==> src/rtl/regfile_port_ctrl_if.sv <==
// Pipeline-side request/response bundle for regfile_port_ctrl.
// master = decode/writeback side, slave = the controller.
interface regfile_port_ctrl_if #(
  parameter int DATA_W = 16,
  parameter int ADDR_W = 4
);
  logic              wr_req;
  logic [ADDR_W-1:0] wr_addr;
  logic [DATA_W-1:0] wr_data;
  logic              rd_req;
  logic [ADDR_W-1:0] rd_src1;
  logic [ADDR_W-1:0] rd_src2;
  logic              rd_ready;
  logic              rd_valid;
  logic [DATA_W-1:0] rd_data1;
  logic [DATA_W-1:0] rd_data2;

  modport master (
    output wr_req, wr_addr, wr_data, rd_req, rd_src1, rd_src2,
    input  rd_ready, rd_valid, rd_data1, rd_data2
  );

  modport slave (
    input  wr_req, wr_addr, wr_data, rd_req, rd_src1, rd_src2,
    output rd_ready, rd_valid, rd_data1, rd_data2
  );
endinterface

==> src/rtl/regfile_port_ctrl.sv <==
// Array-side access controller for the register-file bit-cell grid: write stage,
// 3-state read FSM with write bypass. Optional macro REGFILE_ZERO_REG_EN hardwires r0 to zero.
module regfile_port_ctrl #(
  parameter int NUM_REGS = 16,
  parameter int DATA_W   = 16,
  parameter int ADDR_W   = 4
) (
  input  logic                clk,
  input  logic                rst,
  regfile_port_ctrl_if.slave  bus,
  output logic [NUM_REGS-1:0] write_en,
  output logic [DATA_W-1:0]   write_data,
  output logic [NUM_REGS-1:0] read_en1,
  output logic [NUM_REGS-1:0] read_en2,
  input  logic [DATA_W-1:0]   bitline1,
  input  logic [DATA_W-1:0]   bitline2
);

  typedef enum logic [1:0] {
    IDLE    = 2'd0,
    DRIVE   = 2'd1,
    CAPTURE = 2'd2
  } state_t;

  state_t              state_r;
  state_t              state_s;
  logic                accept_s;
  logic [NUM_REGS-1:0] write_en_r;
  logic [DATA_W-1:0]   write_data_r;
  logic [NUM_REGS-1:0] read_en1_r;
  logic [NUM_REGS-1:0] read_en2_r;
  logic                rd_ready_r;
  logic                rd_valid_r;
  logic [DATA_W-1:0]   rd_data1_r;
  logic [DATA_W-1:0]   rd_data2_r;

  function automatic logic addr_ok(input logic [ADDR_W-1:0] addr);
    logic ok;
    ok = ({1'b0, addr} < (ADDR_W+1)'(NUM_REGS));
`ifdef REGFILE_ZERO_REG_EN
    ok = ok && (addr != {ADDR_W{1'b0}});
`endif
    return ok;
  endfunction

  // One-hot row select; all-zero for rows that must never be touched.
  function automatic logic [NUM_REGS-1:0] row_sel(input logic [ADDR_W-1:0] addr);
    logic [NUM_REGS-1:0] sel;
    sel = {NUM_REGS{1'b0}};
    for (int i = 0; i < NUM_REGS; i++) begin
      sel[i] = addr_ok(addr) && (addr == ADDR_W'(i));
    end
    return sel;
  endfunction

  // A write landing in the DRIVE cycle on the enabled row wins over the bitline.
  function automatic logic [DATA_W-1:0] port_capture(
    input logic [NUM_REGS-1:0] ren,
    input logic [NUM_REGS-1:0] wen,
    input logic [DATA_W-1:0]   wdata,
    input logic [DATA_W-1:0]   bl
  );
    logic [DATA_W-1:0] v;
    if (|(ren & wen)) begin
      v = wdata;
    end else if (|ren) begin
      v = bl;
    end else begin
      v = {DATA_W{1'b0}};
    end
    return v;
  endfunction

  // Read FSM state register
  always_ff @(posedge clk) begin
    if (rst) begin
      state_r <= IDLE;
    end else begin
      state_r <= state_s;
    end
  end

  // Read FSM next-state logic
  always_comb begin
    state_s  = state_r;
    accept_s = 1'b0;
    case (state_r)
      IDLE: begin
        if (bus.rd_req) begin
          accept_s = 1'b1;
          state_s  = DRIVE;
        end else begin
          state_s  = IDLE;
        end
      end
      DRIVE:   state_s = CAPTURE;
      CAPTURE: state_s = IDLE;
      default: state_s = IDLE;
    endcase
  end

  // Write stage: one registered write per cycle, dropped rows drive nothing
  always_ff @(posedge clk) begin
    if (rst) begin
      write_en_r   <= {NUM_REGS{1'b0}};
      write_data_r <= {DATA_W{1'b0}};
    end else if (bus.wr_req && addr_ok(bus.wr_addr)) begin
      write_en_r   <= row_sel(bus.wr_addr);
      write_data_r <= bus.wr_data;
    end else begin
      write_en_r   <= {NUM_REGS{1'b0}};
      write_data_r <= {DATA_W{1'b0}};
    end
  end

  // Read path: enables live only in DRIVE, data captured at the end of DRIVE
  always_ff @(posedge clk) begin
    if (rst) begin
      read_en1_r <= {NUM_REGS{1'b0}};
      read_en2_r <= {NUM_REGS{1'b0}};
      rd_ready_r <= 1'b1;
      rd_valid_r <= 1'b0;
      rd_data1_r <= {DATA_W{1'b0}};
      rd_data2_r <= {DATA_W{1'b0}};
    end else begin
      rd_ready_r <= (state_s == IDLE);
      rd_valid_r <= (state_r == DRIVE);
      if (accept_s) begin
        read_en1_r <= row_sel(bus.rd_src1);
        read_en2_r <= row_sel(bus.rd_src2);
      end else begin
        read_en1_r <= {NUM_REGS{1'b0}};
        read_en2_r <= {NUM_REGS{1'b0}};
      end
      if (state_r == DRIVE) begin
        rd_data1_r <= port_capture(read_en1_r, write_en_r, write_data_r, bitline1);
        rd_data2_r <= port_capture(read_en2_r, write_en_r, write_data_r, bitline2);
      end else begin
        rd_data1_r <= rd_data1_r;
        rd_data2_r <= rd_data2_r;
      end
    end
  end

  assign write_en     = write_en_r;
  assign write_data   = write_data_r;
  assign read_en1     = read_en1_r;
  assign read_en2     = read_en2_r;
  assign bus.rd_ready = rd_ready_r;
  assign bus.rd_valid = rd_valid_r;
  assign bus.rd_data1 = rd_data1_r;
  assign bus.rd_data2 = rd_data2_r;

endmodule

==> src/flat_wrapper.sv <==
// flat-port wrapper written by rule: the top's interface ports become plain ports
module regfile_port_ctrl_flat 
#(
  parameter int NUM_REGS = 16,
  parameter int DATA_W   = 16,
  parameter int ADDR_W   = 4
)
  (clk, rst, write_en, write_data, read_en1, read_en2, bitline1, bitline2, bus_wr_req, bus_wr_addr, bus_wr_data, bus_rd_req, bus_rd_src1, bus_rd_src2, bus_rd_ready, bus_rd_valid, bus_rd_data1, bus_rd_data2);
  regfile_port_ctrl_if #(.DATA_W(DATA_W), .ADDR_W(ADDR_W)) bus_i ();
  input  logic clk;
  input  logic rst;
  output logic [NUM_REGS-1:0] write_en;
  output logic [DATA_W-1:0] write_data;
  output logic [NUM_REGS-1:0] read_en1;
  output logic [NUM_REGS-1:0] read_en2;
  input  logic [DATA_W-1:0] bitline1;
  input  logic [DATA_W-1:0] bitline2;
  input wire logic [$bits(bus_i.wr_req)-1:0] bus_wr_req;
  input wire logic [$bits(bus_i.wr_addr)-1:0] bus_wr_addr;
  input wire logic [$bits(bus_i.wr_data)-1:0] bus_wr_data;
  input wire logic [$bits(bus_i.rd_req)-1:0] bus_rd_req;
  input wire logic [$bits(bus_i.rd_src1)-1:0] bus_rd_src1;
  input wire logic [$bits(bus_i.rd_src2)-1:0] bus_rd_src2;
  output wire logic [$bits(bus_i.rd_ready)-1:0] bus_rd_ready;
  output wire logic [$bits(bus_i.rd_valid)-1:0] bus_rd_valid;
  output wire logic [$bits(bus_i.rd_data1)-1:0] bus_rd_data1;
  output wire logic [$bits(bus_i.rd_data2)-1:0] bus_rd_data2;
  assign bus_i.wr_req = bus_wr_req;
  assign bus_i.wr_addr = bus_wr_addr;
  assign bus_i.wr_data = bus_wr_data;
  assign bus_i.rd_req = bus_rd_req;
  assign bus_i.rd_src1 = bus_rd_src1;
  assign bus_i.rd_src2 = bus_rd_src2;
  assign bus_rd_ready = bus_i.rd_ready;
  assign bus_rd_valid = bus_i.rd_valid;
  assign bus_rd_data1 = bus_i.rd_data1;
  assign bus_rd_data2 = bus_i.rd_data2;
  regfile_port_ctrl #(.NUM_REGS(NUM_REGS), .DATA_W(DATA_W), .ADDR_W(ADDR_W)) u_core (.clk(clk), .rst(rst), .bus(bus_i), .write_en(write_en), .write_data(write_data), .read_en1(read_en1), .read_en2(read_en2), .bitline1(bitline1), .bitline2(bitline2));
endmodule
==> config.mk <==
export PLATFORM = sky130hd
export DESIGN_NAME = regfile_port_ctrl_flat
export DESIGN_NICKNAME = d
export VERILOG_FILES = /design/src/rtl/regfile_port_ctrl_if.sv /design/src/rtl/regfile_port_ctrl.sv /design/src/flat_wrapper.sv
export SDC_FILE = /design/constraint.sdc
export NUM_CORES = 1
export LEC_CHECK = 0
export BUFFER_PORTS_ARGS = -buffer_cell sky130_fd_sc_hd__buf_2
export CAP_MARGIN = 30
export CORE_UTILIZATION = 51
export DETAILED_ROUTE_END_ITERATION = 8
export PLACE_DENSITY = 0.86
export SLEW_MARGIN = 25
export SYNTH_ARGS = -nofsm -noshare
export SYNTH_HDL_FRONTEND = slang
export SYNTH_SLANG_ARGS = --single-unit
==> constraint.sdc <==
create_clock -name clk -period 4.35 [get_ports clk]
set_input_delay 0.87 -clock clk [delete_from_list [all_inputs] [get_ports clk]]
set_output_delay 0.87 -clock clk [all_outputs]
set_load 0.03 [all_outputs]
==> flow_summary.yaml <==
layout:
  area_growth_pct: 29.2
  final_nets: 616
  final_util_pct: 69.5
  antenna_cells: 0
  drive_above_1_share_pct: 36.3
  final_area_um2: 4800
synthesis:
  synth_enable_flop_cells: 0
  synth_top_area_share_pct: 53.4
  synth_ff_type: "dfxtp_1"
  yosys_warnings: 0
  ys_types: 28
  synth-seq-cells: 99
  yosys-top-cells-area: "dfxtp_1 53%, nor2_1 7.2%, o21ai_0 4.3%"
  syn_avg_cell_area_um2: 9.40
  seq_area_frac_synth_pct: 53.4
  synth_largest_area_cell: "dfxtp_1"
  syn_inst: 395
  post-synth-top-count-cell: "dfxtp_1"
  synth_common_cells: "99 x dfxtp_1, 71 x nor2_1, 32 x nand2_1, 32 x o21ai_0, 18 x o2111ai_1"
  synthArstFlopShare_pct: 0
  synth_nets: 459
  synthesis.area_um2: 3710
routing:
  num_vias: 3707
  drt_first_pass_iters: 5
  dr.max_layer_used: "met4"
  routed_wl_um: 10800
  vias_per_cell: 5.68
  detail_route.wl_per_cell_um: 16.5
  m1WireLength_um: 4380
  wl_met2_um: 5000
  drc_errors: 0
  drt_iter0_markers: 198
  postRouteAntennaNets: 0
  route.met3.wl_um: 1220
run:
  drv_cap: 0
timing:
  holdWs_ns: 0.514
  tns_ns: 0
  drv_slew: 0
  setup_slack_ns: 2.23
  hold_viol_final: 0
  rsz0062_at_grt: "no"
  relSlewSlack_pct: 62.6
  clock_skew_ns: 0.0126
  worst_slew_pin_slew_ns: 0.559
  timing.final.crit_share_pct: 48.6
  setup_violations: 0
  fin_crit_ns: 2.12
  fmax_ghz: 0.473
clocking:
  clock_tree.buffer_depth: 2
  cts_tree: "built"
  post-cts-setup-buffers: 0
  cts-root-buf: "clkbuf_8"
  cts_max_level: 3
  clock_latency_ns: 0.36
  clk_pin_slew_ns: 0.10
  numCtsBuffers: 9
  cts_resized: 0
  hold_buffers: 0
  clock-sinks: 99
power:
  seqPwrFrac_pct: 54.9
  combPwrFrac_pct: 9.9
  p_sw_share_pct: 26.7
  switchingPower_mw: 0.457
  leakage_nw: 2.15
  p_int_mw: 1.25
  p_per_area_nw_per_um2: 356
  p_clk_share_pct: 35.2
  ir_drop_v: 0.000211
critical_path:
  crit_path_start_kind: "flop"
  crit_type: "flop to flop"
  worstPathMaxFanout: 17
  worstPathArrival_ns: 2.39
  critPathCapture: "u_core.bus.rd_data1[8]$_SDFFE_PP0P_"
  required_ns: 4.62
  startpoint: "u_core.write_en[6]$_SDFF_PP0_"
  reg2reg_from: "u_core.write_en[6]$_SDFF_PP0_"
  r2r_slack_ns: 2.23
  r2r_end: "u_core.bus.rd_data1[8]$_SDFFE_PP0P_"
  critical_path.endpoint_type: "flop"
  rr_worst_depth: 5
outcome:
  outcome: "finished clean"
global_routing:
  grt_usage_pct: 28.4
  gr-total-overflow: 0
  grt_max_degree: 65
  grt_pass1_vias: 3381
  grt_pass1_wl_um: 16600
  antenna_found_initial: 1
placement:
  place_area_um2: 4590
  place_ws_ns: 2.23
  dp_hpwl_um: 7980
  port_buffers: 161
  routabilityCongestion: 0.982
hold_path:
  hp-class: "flop to flop"
die:
  die_area_um2: 7630
  rows: 30
  start_util_pct: 53.8
  die_x_um: 87.3
  core_area_um2: 6910
  die_h_um: 87.3
  pin_count: 162
-- worst max-delay path, stage by stage (launching register included) --
cell and delay (ns):
dfxtp_1 0.35, a22o_1 0.22, a221oi_2 0.22, nand4_2 0.50
nand3b_4 0.48, o211ai_1 0.27
-- metrics by stage --
step	cells	power, mW
finish	653	1.71
global route	653	1.77
CTS	653	1.72
detailed placement	637	1.13
global placement	637	1.12
floorplan	395	1.06
-- cell type report --
cell class,instances,area (um2)
Clock inverter,7,82.6
Multi-Input combinational cell,275,1650
Inverter,2,7.51
Sequential cell,99,1980
Tap cell,96,120
Fill cell,592,2110
Clock buffer,9,124
Timing Repair Buffer,165,836
-- how the worst min path moves through the flow --
stage                                    startpoint  slack (ns)                                    to  cells past startpoint
5_1_grt         u_core.bus.rd_data2[8]$_SDFFE_PP0P_        0.53   u_core.bus.rd_data2[8]$_SDFFE_PP0P_                      2
3_3_place_gp   u_core.bus.rd_data1[14]$_SDFFE_PP0P_        0.48  u_core.bus.rd_data1[14]$_SDFFE_PP0P_                      2
2_1_floorplan  u_core.bus.rd_data1[11]$_SDFFE_PP0P_        0.62  u_core.bus.rd_data1[11]$_SDFFE_PP0P_                      2
4_1_cts         u_core.bus.rd_data1[0]$_SDFFE_PP0P_        0.52   u_core.bus.rd_data1[0]$_SDFFE_PP0P_                      2
6_report        u_core.bus.rd_data1[7]$_SDFFE_PP0P_        0.51   u_core.bus.rd_data1[7]$_SDFFE_PP0P_                      2
3_5_place_dp    u_core.bus.rd_data2[8]$_SDFFE_PP0P_        0.50   u_core.bus.rd_data2[8]$_SDFFE_PP0P_                      2
-- cells in the final DEF, fill, tap and decap left out, drive strengths merged --
master	netlist	routed
nand4	4	4
or3	2	2
nor2	71	71
a221oi	8	8
nand2	32	32
or3b	1	1
nand3b	4	4
a22o	8	8
a22oi	14	14
and2	17	17
dfxtp	99	99
nand2b	6	6
clkinv	0	1
buf	6	165
clkbuf	13	9
o21ai	46	46
o2111ai	18	18
nor4	8	8
nor2b	2	2
nand3	4	4
nor3	12	12
bufinv	0	1
inv	2	5
o211ai	18	18
clkinvlp	0	2
-- sequential cells by signal (all words and copies together), names as in the netlist --
signal	flops
u_core.read_en2	16
u_core.bus.rd_data1	16
u_core.bus.rd_data2	16
u_core.write_en	16
u_core.write_data	16
u_core.state_r	1
u_core.bus.rd_valid	1
u_core.bus.rd_ready	1
u_core.read_en1	16
-- kinds of logic (layout without fill, tap and decap cells) --
logic type,after synthesis,in the layout,synth area share (%)
buf+inv,21,183,2.59
flops,99,99,53.4
simple gates,163,163,21.2
compound gates,112,112,22.8
-- power by group through the flow --
| stage | clock [mW] | sequential, mW | combinational, mW |
|---|---|---|---|
| 6_report | 0.602 | 0.939 | 0.170 |
| 5_1_grt | 0.649 | 0.941 | 0.183 |
| 4_1_cts | 0.609 | 0.938 | 0.168 |
| 3_5_place_dp | 0 | 0.959 | 0.168 |
| 3_3_place_gp | 0 | 0.959 | 0.166 |
| 2_1_floorplan | 0 | 0.990 | 0.0661 |
-- metal layers --
metal	track usage [%]	up-vias
li1	-	1760
met5	0	-
met2	46.4	218
met3	8.06	18
met4	7.90	0
met1	36.8	1711
Power figures use the tool's default switching activity.
